`src/rtl/recv_ip_frame.sv`:
```
// IPv4 receive parser: validates Ethernet/IPv4 headers from the MAC RX word stream,
// publishes header fields and forwards the IP payload as a sop/eop stream.
//
// state   | meaning
// IDLE    | waiting for sop, captures W0
// HDR     | collecting header words W1..W8
// CHECK   | one-cycle header verdict, eth input stalled
// PAYLOAD | zero-latency pass-through of payload words
// DRAIN   | discard padding / rejected frame until eop
module recv_ip_frame #(
    parameter bit CHECK_DST_MAC = 1'b1,
    parameter bit CHECK_DST_IP  = 1'b1,
    parameter bit ACCEPT_BCAST  = 1'b1
) (
    input  logic        clk,
    input  logic        rst_n,
    input  logic [47:0] i_local_mac,
    input  logic [31:0] i_local_ip,
    input  logic [31:0] i_eth_data,
    input  logic        i_eth_sop,
    input  logic        i_eth_eop,
    input  logic        i_eth_vld,
    output logic        o_eth_rdy,
    output logic        o_hdr_vld,
    output logic [47:0] o_src_mac,
    output logic [31:0] o_src_ip,
    output logic [31:0] o_dst_ip,
    output logic [7:0]  o_protocol,
    output logic [15:0] o_pkt_id,
    output logic        o_more_frame,
    output logic [15:0] o_frame_offset,
    output logic [15:0] o_frame_size,
    output logic [31:0] o_out_data,
    output logic        o_out_sop,
    output logic        o_out_eop,
    output logic        o_out_vld,
    input  logic        i_out_rdy,
    output logic        o_frame_err,
    output logic [15:0] o_ok_cnt,
    output logic [15:0] o_drop_cnt
);
    typedef enum logic [2:0] {IDLE, HDR, CHECK, PAYLOAD, DRAIN} state_t;

    state_t      state_q, state_d;
    logic [3:0]  idx_q, idx_d;
    logic [13:0] rem_q, rem_d;
    logic        first_q, first_d;
    logic        eop8_q, eop8_d;
    logic [31:0] hdr_q [0:8];
    logic        hdr_wr;
    logic [3:0]  hdr_wr_idx;
    logic        ok_inc, drop_inc;
    logic [15:0] ok_cnt_q, drop_cnt_q;

    logic [47:0] src_mac_q;
    logic [31:0] src_ip_q, dst_ip_q;
    logic [7:0]  protocol_q;
    logic [15:0] pkt_id_q, frame_offset_q, frame_size_q;
    logic        more_frame_q;

    logic [47:0] dmac, smac;
    logic [15:0] tot_len, frame_size, pay_words, cur_offset;
    logic [19:0] csum_sum;
    logic [16:0] fold1;
    logic [15:0] fold2;
    logic        mac_ok, ip_ok, hdr_pass;

    assign dmac       = {hdr_q[0][15:0], hdr_q[1]};
    assign smac       = {hdr_q[2], hdr_q[3][31:16]};
    assign tot_len    = hdr_q[4][15:0];
    assign frame_size = tot_len - 16'd20;
    assign pay_words  = (frame_size + 16'd3) >> 2;
    assign cur_offset = {hdr_q[5][12:0], 3'b000};

    // Ones-complement header sum; a correct header sums to all ones.
    assign csum_sum = {4'h0, hdr_q[4][31:16]} + {4'h0, hdr_q[4][15:0]}
                    + {4'h0, hdr_q[5][31:16]} + {4'h0, hdr_q[5][15:0]}
                    + {4'h0, hdr_q[6][31:16]} + {4'h0, hdr_q[6][15:0]}
                    + {4'h0, hdr_q[7][31:16]} + {4'h0, hdr_q[7][15:0]}
                    + {4'h0, hdr_q[8][31:16]} + {4'h0, hdr_q[8][15:0]};
    assign fold1 = {1'b0, csum_sum[15:0]} + {13'h0, csum_sum[19:16]};
    assign fold2 = fold1[15:0] + {15'h0, fold1[16]};

    assign mac_ok = !CHECK_DST_MAC || (dmac == i_local_mac)
                    || (ACCEPT_BCAST && (dmac == 48'hFFFF_FFFF_FFFF));
    assign ip_ok  = !CHECK_DST_IP || (hdr_q[8] == i_local_ip);
    assign hdr_pass = (hdr_q[3][15:0] == 16'h0800) && (hdr_q[4][31:24] == 8'h45)
                    && (tot_len >= 16'd20) && (fold2 == 16'hFFFF) && mac_ok && ip_ok;

    always_comb begin
        state_d     = state_q;
        idx_d       = idx_q;
        rem_d       = rem_q;
        first_d     = first_q;
        eop8_d      = eop8_q;
        hdr_wr      = 1'b0;
        hdr_wr_idx  = idx_q;
        ok_inc      = 1'b0;
        drop_inc    = 1'b0;
        o_eth_rdy   = 1'b0;
        o_out_vld   = 1'b0;
        o_out_sop   = 1'b0;
        o_out_eop   = 1'b0;
        o_hdr_vld   = 1'b0;
        o_frame_err = 1'b0;
        case (state_q)
            IDLE: begin
                o_eth_rdy = 1'b1;
                if (i_eth_vld && i_eth_sop) begin
                    hdr_wr     = 1'b1;
                    hdr_wr_idx = 4'd0;
                    if (i_eth_eop) begin
                        o_frame_err = 1'b1;
                        drop_inc    = 1'b1;
                    end else begin
                        idx_d   = 4'd1;
                        state_d = HDR;
                    end
                end
            end
            HDR: begin
                o_eth_rdy = 1'b1;
                if (i_eth_vld) begin
                    hdr_wr = 1'b1;
                    if (i_eth_sop) begin
                        o_frame_err = 1'b1;
                        drop_inc    = 1'b1;
                        hdr_wr_idx  = 4'd0;
                        idx_d       = 4'd1;
                        if (i_eth_eop) state_d = IDLE;
                    end else if (idx_q == 4'd8) begin
                        eop8_d  = i_eth_eop;
                        state_d = CHECK;
                    end else if (i_eth_eop) begin
                        o_frame_err = 1'b1;
                        drop_inc    = 1'b1;
                        state_d     = IDLE;
                    end else begin
                        idx_d = idx_q + 4'd1;
                    end
                end
            end
            CHECK: begin
                if (hdr_pass) begin
                    o_hdr_vld = 1'b1;
                    ok_inc    = 1'b1;
                    rem_d     = pay_words[13:0];
                    first_d   = 1'b1;
                    if (eop8_q)                  state_d = IDLE;
                    else if (frame_size == 16'd0) state_d = DRAIN;
                    else                          state_d = PAYLOAD;
                end else begin
                    o_frame_err = 1'b1;
                    drop_inc    = 1'b1;
                    state_d     = eop8_q ? IDLE : DRAIN;
                end
            end
            PAYLOAD: begin
                o_eth_rdy = i_out_rdy;
                if (i_eth_vld && i_eth_sop) begin
                    // Frame already counted as accepted; only flag the abort.
                    if (i_out_rdy) begin
                        o_frame_err = 1'b1;
                        hdr_wr      = 1'b1;
                        hdr_wr_idx  = 4'd0;
                        idx_d       = 4'd1;
                        state_d     = i_eth_eop ? IDLE : HDR;
                    end
                end else begin
                    o_out_vld = i_eth_vld;
                    o_out_sop = i_eth_vld && first_q;
                    o_out_eop = i_eth_vld && ((rem_q == 14'd1) || i_eth_eop);
                    if (i_eth_vld && i_out_rdy) begin
                        first_d = 1'b0;
                        rem_d   = rem_q - 14'd1;
                        if (i_eth_eop) begin
                            state_d     = IDLE;
                            o_frame_err = (rem_q != 14'd1);
                        end else if (rem_q == 14'd1) begin
                            state_d = DRAIN;
                        end
                    end
                end
            end
            DRAIN: begin
                o_eth_rdy = 1'b1;
                if (i_eth_vld) begin
                    if (i_eth_sop) begin
                        o_frame_err = 1'b1;
                        hdr_wr      = 1'b1;
                        hdr_wr_idx  = 4'd0;
                        idx_d       = 4'd1;
                        state_d     = i_eth_eop ? IDLE : HDR;
                    end else if (i_eth_eop) begin
                        state_d = IDLE;
                    end
                end
            end
            default: state_d = IDLE;
        endcase
        if (!rst_n) o_eth_rdy = 1'b0;
    end

    always_ff @(posedge clk) begin
        if (!rst_n) begin
            for (int i = 0; i < 9; i++) hdr_q[i] <= '0;
        end else if (hdr_wr) begin
            hdr_q[hdr_wr_idx] <= i_eth_data;
        end
    end

    always_ff @(posedge clk) begin
        if (!rst_n) begin
            state_q        <= IDLE;
            idx_q          <= '0;
            rem_q          <= '0;
            first_q        <= 1'b0;
            eop8_q         <= 1'b0;
            ok_cnt_q       <= '0;
            drop_cnt_q     <= '0;
            src_mac_q      <= '0;
            src_ip_q       <= '0;
            dst_ip_q       <= '0;
            protocol_q     <= '0;
            pkt_id_q       <= '0;
            more_frame_q   <= 1'b0;
            frame_offset_q <= '0;
            frame_size_q   <= '0;
        end else begin
            state_q <= state_d;
            idx_q   <= idx_d;
            rem_q   <= rem_d;
            first_q <= first_d;
            eop8_q  <= eop8_d;
            if (ok_inc)   ok_cnt_q   <= ok_cnt_q + 16'd1;
            if (drop_inc) drop_cnt_q <= drop_cnt_q + 16'd1;
            if (ok_inc) begin
                src_mac_q      <= smac;
                src_ip_q       <= hdr_q[7];
                dst_ip_q       <= hdr_q[8];
                protocol_q     <= hdr_q[6][23:16];
                pkt_id_q       <= hdr_q[5][31:16];
                more_frame_q   <= hdr_q[5][13];
                frame_offset_q <= cur_offset;
                frame_size_q   <= frame_size;
            end
        end
    end

    // Fields are shown live during the accept pulse, then held from the latch.
    assign o_src_mac      = o_hdr_vld ? smac            : src_mac_q;
    assign o_src_ip       = o_hdr_vld ? hdr_q[7]        : src_ip_q;
    assign o_dst_ip       = o_hdr_vld ? hdr_q[8]        : dst_ip_q;
    assign o_protocol     = o_hdr_vld ? hdr_q[6][23:16] : protocol_q;
    assign o_pkt_id       = o_hdr_vld ? hdr_q[5][31:16] : pkt_id_q;
    assign o_more_frame   = o_hdr_vld ? hdr_q[5][13]    : more_frame_q;
    assign o_frame_offset = o_hdr_vld ? cur_offset      : frame_offset_q;
    assign o_frame_size   = o_hdr_vld ? frame_size      : frame_size_q;
    assign o_out_data     = o_out_vld ? i_eth_data      : '0;
    assign o_ok_cnt       = ok_cnt_q;
    assign o_drop_cnt     = drop_cnt_q;
endmodule
```
`config.mk`:
```
export PLATFORM = sky130hd
export DESIGN_NAME = recv_ip_frame
export DESIGN_NICKNAME = d
export VERILOG_FILES = /design/src/rtl/recv_ip_frame.sv
export SDC_FILE = /design/constraint.sdc
export NUM_CORES = 1
export LEC_CHECK = 0
export CAP_MARGIN = 20
export CORE_ASPECT_RATIO = 2
export CORE_UTILIZATION = 46
export CTS_CLUSTER_SIZE = 28
export DETAILED_ROUTE_END_ITERATION = 6
export DONT_BUFFER_PORTS = 1
export PLACE_DENSITY = 0.66
export REMOVE_ABC_BUFFERS = 1
export SYNTH_ARGS = -nofsm -noshare
export SYNTH_HDL_FRONTEND = slang
export SYNTH_SLANG_ARGS = --single-unit
```
`constraint.sdc`:
```
create_clock -name clk -period 22 [get_ports clk]
set_clock_uncertainty 0.05 [all_clocks]
set_input_delay 5.5 -clock clk [delete_from_list [all_inputs] [get_ports clk]]
set_output_delay 5.5 -clock clk [all_outputs]
set_load 0.005 [all_outputs]
```
# Word-level counts from Yosys, hierarchy flattened
# Memory sizes are Yosys's and may differ from the RTL's.
# Index checks and enable logic that the tools add are counted.
[classes]
n_bitwise = 1
addsub = 17
muxes = 88
n_lt_le_gt_ge = 1
n_eq_ne = 28
n_reduce_logical = 22
[ops]
columns = ["cell", "count"]
rows = [
  ["32-bit 2-to-1 mux", 4],
  ["20-bit by 16-bit adder with 20-bit output", 5],
  ["4-bit 2-to-1 mux", 16],
  ["3-bit 2-to-1 mux", 17],
  ["48-bit equality test", 1],
  ["48-bit equality test, second input constant", 1],
  ["16-bit 2-to-1 mux", 3],
  ["48-bit 2-to-1 mux", 1],
  ["14-bit 2-to-1 mux", 3],
  ["1-bit 2-to-1 mux", 34],
  ["16-bit by 1-bit adder with 16-bit output, second input constant", 2],
  ["32-bit equality test", 1],
  ["32-bit OR reduction", 1],
  ["14-bit case mux with 2 select lines", 1],
  ["19-bit by 16-bit adder with 20-bit output", 1],
  ["2-bit inequality test, second input constant", 10],
  ["18-bit by 16-bit adder with 19-bit output", 1],
  ["17-bit by 16-bit adder with 18-bit output", 1],
  ["16-bit by 16-bit adder with 17-bit output", 1],
  ["16-bit by 4-bit adder with 17-bit output", 1],
  ["16-bit by 1-bit adder with 16-bit output", 1],
  ["16-bit by 2-bit adder with 16-bit output, second input constant", 1],
  ["16-bit by 12-bit equality test with 1-bit output, second input constant", 1],
  ["16-bit equality test, second input constant", 1],
  ["other kinds (33)", 48],
]
[word_totals]
regBits = 224
wordCells = 173
input_bits = 118
n_memories = 1
mem_bits_rw = 288
[memory_table]
columns = ["name", "depth", "word_bits", "rd", "rd_clocked_by_memory_dff", "wr", "line_no", "source"]
rows = [
  ["hdr_q", 9, 32, 9, 0, 9, "49", "logic [31:0] hdr_q [0:8];"],
]

# Logic depth before layout (Yosys ltp)
# Gate-level depths: netlist (run 1).
# An unclocked memory read counts as a cell.
[depth]
depth_word = 19
depth_mapped = 44
depth_no_buf = 40

# Worst setup path before layout (run 1)
# No wires, ideal clock.
[synth_path]
kind = "register to output"
start = "memory hdr_q[8][2]"
end = "output port o_src_mac[19]"
setup_slack_ns = 6.492
t_required_ns = 16.450
stages_incl_launch_ff = 42
arrival_ns = 9.958
path_buffers = 3
cell_sequence = "edfxtp_1 > inv_1 > fa_1 > inv_1 > fa_1 > fa_1 > inv_1 > fa_1 > inv_1 > fa_1 > fa_1 > a211oi_2 > o21ai_4 > a2111oi_4 > o21ai_0 > a21oi_1 > o21bai_1 > a21oi_1 > [6 not listed] > nor4b_4 > nand3_1 > nor3_1 > ha_1 > ha_1 > o311a_1 > nand3_1 > nor2b_1 > o221a_2 > or4_1 > a311oi_2 > o221ai_4 > or2_1 > buf_2 > buf_2 > buf_6 > nand2_1 > nand2_1"
[synth_lines]
columns = ["item", "line_no", "source"]
rows = [
  ["from (decl)", "49", ""],
  ["to (decl)", "25", "output logic [47:0] o_src_mac,"],
]

==> reports/metrics.cfg, run 1 <==
[worst_setup_path]
crit_path_max_incr_delay_ps=820
crit_required_ps=16450
crit_type=flip-flop to primary output
arrival_ps=12570
cp_slowest_cell=or2_4
start_kind=flip-flop
worstSetupEndpointType=primary output
crit_path_frequent_cell=fa_1
crit_fanout=89

[place]
port_buffers=0
dp_hpwl_um=63600
gp_congestion=0.935
place_area_um2=27100

[pwr]
pwr-share-clk_pct=24.3
cellLeakagePower_nw=11.7
combPwrFrac_pct=46.0
p_per_area_nw_per_um2=121
p_seq_share_pct=29.7
cellInternalPower_mw=2.05
switching_share_pct=40.9
ir_worst_vdd_mv=0.112
netSwitchingPower_mw=1.42

[synthesis]
yosysMostFrequentCell=nand2_1
yosysSeqAreaShare_pct=47.8
syn_area_um2=26500
synth-async-reset-ratio_pct=0
synthTopCellsByArea=edfxtp_1, dfxtp_1, fa_1
ys_ff_latch=496
synth-edff-count=272
synthDistinctLibCells=90
netlist_instances=2681
synth_commonest_cells=nand2_1, and2_1, edfxtp_1, a21oi_1, dfxtp_1
synth_area_leader_cell=edfxtp_1
synth_top_cell_area_share_pct=30.9
avgSynthCellArea_um2=9.87
synth_warnings=0
synth_flop_cell=edfxtp_1

[detailed_routing]
vias=19400
wl_um=83900
firstDrtPassIters=7
ant_nets=0
drt_iter0_drc=1342
detail_route.wl_per_cell_um=24.4
vias_per_cell=5.64
drc=3

[worst_hold_path]
hp-class=flip-flop to flip-flop

[floorplanning]
core_area_um2=56900
dieHeight_um=341
fp-row-count=124
die_area_um2=58500
ioPinCount=357
die_w_um=172
start_util_pct=46.5

[cells_and_area]
fin_util_pct=50.3
regArea_um2=12700
drive_gt1_share_pct=5.08
stdcell_area_um2=28700
fin_nets=2923
multi_input_area_um2=12600
fillers=5244
area_growth_pct=8.32

[timing]
fin_tns_setup_ps=0
slew_headroom_pct=17.8
drv_slew=0
tightest_slew_ps=1220
timing.fmax_ghz=0.0552
finalCritPeriodShare_pct=82.4
finalHoldViolations=0
setup_violations=0
rsz0062_at_grt=false
period_minus_slack_ps=18120

[clocking]
tritoncts=done
hold_buffers=0
cts_sinks=496
h-tree-depth=2
post_cts_resized=0
post_cts_buffers=0
cts_made_buffers=47
clkSlewWorstSetupHoldPaths_ps=70
clock-root-buffer=clkbuf_16
clk_latency_ps=590
cts.path.max_buffers=3

[status]
failed_checks=DRC
status=finished, violations left

[grt]
grt_pass1_wl_um=121000
grt_pass1_vias=19700
grt_start_max_net_pins=94
grt_usage_pct=28.7
grt_remaining_overflow=0
antenna_found_initial=6

[run]
drv_cap=0

[cells by family (layout without fill, tap and decap cells)]
family / Yosys count / in the layout / synth area share (%)
AND/OR/NAND/NOR: 1185 / 1185 / 22.1
flip-flops: 496 / 496 / 47.8
AO/OA/AOI/OAI: 403 / 403 / 9.21
buffers and inverters: 291 / 285 / 4.66
adder cells (fa/ha/maj): 168 / 168 / 11.5
XOR/XNOR: 134 / 134 / 4.52
multiplexers: 4 / 4 / 0.161
other: 0 / 4 / 0
[stage by stage]
step	instances	hold WS (ps)	power (mW)	worst slack [ps]
after floorplan	2564	382	2.19	3990
after global placement	3343	392	2.61	4810
after detailed placement	3343	400	2.62	4560
after CTS	3430	408	3.46	3890
after global routing	3431	423	3.66	3080
final	3435	406	3.46	3880
[path summary, 6_finish.rpt]
path,from,to,slack [ps],depth (start not counted)
worst max register to register,hdr_q[8][2]$_SDFFCE_PN0P_,src_ip_q[25]$_SDFF_PN0_,9840,37
worst max-delay path,hdr_q[8][2]$_SDFFCE_PN0P_,o_dst_ip[27],3880,37
worst min-delay path,first_q$_SDFFE_PN0P_,first_q$_SDFFE_PN0P_,410,2
worst min register to register,first_q$_SDFFE_PN0P_,first_q$_SDFFE_PN0P_,410,2
[final cells by class]
type                    instances  area share (%)
flip-flops and latches        496            44.1
well taps                     756            3.30
multi-input cells            1894            44.0
repair buffers                 24           0.629
clock inverters                17           0.489
inverters                     174            2.30
diodes                          4          0.0349
clock buffers                  70            5.06
[worst max-delay path: cells and delay by family (launching register included)]
family	cells	cell delay, ps
AO/OA/AOI/OAI	11	2990
adder cells (fa/ha/maj)	9	3990
buffers and inverters	6	1120
AND/OR/NAND/NOR	10	3020
flip-flops	1	390
XOR/XNOR	1	190
[metal layers]
metal	part of all wire (%)	global-route usage (%)	routed length (um)
met1	34	29.0	28500
met2	54	53.8	44900
met3	6.0	4.90	5010
met4	6.5	16.8	5480
met5	0	0	0
[sequential cells by signal, indices dropped and copies added, names as in the netlist]
| register | count |
|---|---|
| src_mac_q | 48 |
| idx_q | 4 |
| frame_offset_q | 16 |
| dst_ip_q | 32 |
| o_drop_cnt | 16 |
| first_q | 1 |
| hdr_q | 272 |
| rem_q | 14 |
| src_ip_q | 32 |
| frame_size_q | 16 |
| eop8_q | 1 |
| o_ok_cnt | 16 |
| state_q | 3 |
| protocol_q | 8 |
| more_frame_q | 1 |
| pkt_id_q | 16 |
[cell usage in the layout (no fill, tap or decap), drive strengths merged, types with 9 or more instances in the layout]
cell type  netlist  final
nand2          544    544
and2           322    322
edfxtp         272    272
a21oi          228    228
dfxtp          224    224
inv            173    177
fa             126    126
nor2            78     78
xor2            74     74
clkbuf          78     70
o21ai           67     67
xnor2           59     59
nand4           52     52
ha              42     42
nand3           34     34
nor4            32     32
nor3            31     31
or3             25     25
buf             39     24
nand2b          15     15
a211oi          14     14
and3            13     13
a31oi           12     12
or4             12     12
clkinv           1     12
o31ai            9      9
[power by group through the flow]
stage	clock, mW	combinational (mW)	sequential (mW)
after global placement	0	1.56	1.05
after CTS	0.851	1.58	1.03
after global routing	0.884	1.74	1.03
final	0.840	1.59	1.03
after detailed placement	0	1.57	1.05
after floorplan	0	1.15	1.04
No activity file was read; power rests on OpenSTA's default activity.
==> run 2, diff against run 1 <==
--- a/config.mk
+++ b/config.mk
@@ -11,7 +11,7 @@
 export CTS_CLUSTER_SIZE = 28
 export DETAILED_ROUTE_END_ITERATION = 6
 export DONT_BUFFER_PORTS = 1
-export PLACE_DENSITY = 0.66
+export PLACE_DENSITY = 0.68
 export REMOVE_ABC_BUFFERS = 1
 export SYNTH_ARGS = -nofsm -noshare
 export SYNTH_HDL_FRONTEND = slang
==> constraint.sdc (replaced) <==
create_clock -name clk -period 14.6 [get_ports clk]
set_clock_uncertainty 0.05 [all_clocks]
set_input_delay 3.65 -clock clk [delete_from_list [all_inputs] [get_ports clk]]
set_output_delay 3.65 -clock clk [all_outputs]
set_load 0.005 [all_outputs]
==> run 2 against run 1 <==
The flow still finishes with violations (DRC). Via count grew 1.9%. Total power is 56% higher. Combinational power grew 61%. Die area unchanged. Setup slack worse by 3500 ps. Critical path depth increased by 2. Critical endpoint is now o_frame_size[11]. Largest cell class is now multi-input combinational cells.
==> reports/metrics.cfg, run 2 (synthesis results as in run 1) <==
[worst_setup_path]
arrival_ps=10490
reg2reg_depth=40
r2r_start=hdr_q[8][2]$_SDFFCE_PN0P_
cp_slowest_cell=fa_1
r2r_end=rem_q[2]$_SDFFE_PN0P_
crit_required_ps=10900
crit_type=flip-flop to primary output
crit_path_max_incr_delay_ps=540
start_kind=flip-flop
crit_fanout=8
worstSetupEndpointType=primary output
ff2ff_setup_slack_ps=4170

[timing]
period_minus_slack_ps=14190
finalHoldViolations=0
drv_slew=0
tightest_slew_ps=1090
finalCritPeriodShare_pct=97.2
slew_headroom_pct=26.8
setup_violations=0
timing.fmax_ghz=0.0705
fin_tns_setup_ps=0

[clocking]
clkSlewWorstSetupHoldPaths_ps=70
clock-root-buffer=clkbuf_16
cts.path.max_buffers=3
cts_sinks=496
tritoncts=done
cts_made_buffers=48
hold_buffers=0
h-tree-depth=2
clk_latency_ps=610

[place]
place_area_um2=27300
gp_congestion=0.999
post-place-cells=3367
dp_hpwl_um=63600
port_buffers=0

[pwr]
netSwitchingPower_mw=2.19
pwr-share-clk_pct=24.1
cellLeakagePower_nw=12.0
cellInternalPower_mw=3.23
switching_share_pct=40.5
power_mw=5.42
p_seq_share_pct=28.6
p_per_area_nw_per_um2=184
combPwrFrac_pct=47.2
ir_worst_vdd_mv=0.139

[grt]
grt_start_max_net_pins=91
grt_remaining_overflow=0
grt_pass1_wl_um=121000
grt_usage_pct=28.6
grt_pass1_vias=20300
antenna_found_initial=7

[detailed_routing]
drc=2
ant_nets=0
drt_iter0_drc=1334
vias_per_cell=5.66
firstDrtPassIters=7
vias=19800
detail_route.wl_per_cell_um=24.4
wl_um=85200

[status]
status=finished, violations left
failed_checks=DRC

[cells_and_area]
top_regs=hdr_q: 272 flops, src_mac_q: 48 flops
final_common_cell=nand2_1
largest_register_ffs=272
area_growth_pct=11.2
drive_gt1_share_pct=8.50
regArea_um2=12700
fin_util_pct=51.7
layout.cells.most_common_list=nand2_1, and2_1, edfxtp_1
stdcell_count=3490
regMostFlops=hdr_q
fillers=5155
fin_nets=2978
stdcell_area_um2=29400
multi_input_area_um2=12800

[floorplanning]
die_area_um2=58500
fp-row-count=124
start_util_pct=46.5
die_w_um=172
dieHeight_um=341
ioPinCount=357
core_area_um2=56900

[worst_hold_path]
min_to=first_q$_SDFFE_PN0P_
min_from=first_q$_SDFFE_PN0P_
hold_depth=2
hp-class=flip-flop to flip-flop

[run]
drv_cap=0

run 2: changes by cell type in the layout (fill, tap and decap cells not counted), sizes merged:
cell,change
bufinv,+3
clkinv,-1
or2,+1
inv,+3
diode,-1
clkbuf,-3
buf,+51
clkinvlp,+2
run 2: metal layers:
layer | vias to the layer above | global-route usage, % | share of wire [%]
met5 | - | 0 | 0
met1 | 9616 | 28.1 | 32
met2 | 859 | 53.9 | 54
li1 | 9049 | - | -
met4 | 0 | 17.3 | 6.6
met3 | 230 | 5.41 | 7.3
run 2: what timing repair did:
item / CTS / global route
gates resized for setup: 1 / 42
setup buffers: 0 / 25
endpoints found under the setup margin: 8 / 171
pin swaps: 0 / 18
cloned: 0 / 5
run 2: worst max path at each step:
| stage | endpoint | slack (ps) | startpoint |
|---|---|---|---|
| after floorplan | o_dst_ip[0] | -1560 | hdr_q[8][2]$_SDFFCE_PN0P_ |
| after global placement | o_dst_ip[5] | 650 | hdr_q[8][2]$_SDFFCE_PN0P_ |
| after detailed placement | o_dst_ip[5] | 630 | hdr_q[8][2]$_SDFFCE_PN0P_ |
| after CTS | o_dst_ip[5] | 20 | hdr_q[8][18]$_SDFFCE_PN0P_ |
| after global routing | o_frame_size[11] | -20 | hdr_q[8][2]$_SDFFCE_PN0P_ |
| final | o_frame_size[11] | 410 | hdr_q[8][2]$_SDFFCE_PN0P_ |
run 2: area by class of cell:
type | count | area share, %
diodes | 3 | 0.0255
clock buffers | 65 | 4.62
clock inverters | 24 | 0.944
inverters | 174 | 2.24
multi-input cells | 1895 | 43.5
flip-flops and latches | 496 | 43.0
well taps | 756 | 3.21
repair buffers | 77 | 2.50
run 2: critical path: cells and delay by family, from the launching register on:
family,cells,cell delay (ps)
AND/OR/NAND/NOR,10,2250
XOR/XNOR,1,170
buffers and inverters,7,690
AO/OA/AOI/OAI,12,2570
flip-flops,1,390
adder cells (fa/ha/maj),9,3790
run 2: power by group through the flow:
stage	logic, mW	registers (mW)	clock network (mW)
after floorplan	1.74	1.57	0
after global placement	2.36	1.58	0
after detailed placement	2.36	1.58	0
after CTS	2.38	1.55	1.33
after global routing	2.78	1.56	1.38
final	2.56	1.55	1.31
run 2: stage by stage:
stage	setup slack (ps)	hold slack (ps)
floorplan	-1560	382
global placement	650	392
detailed placement	635	396
CTS	25.0	405
global route	-17.9	421
finish	412	403
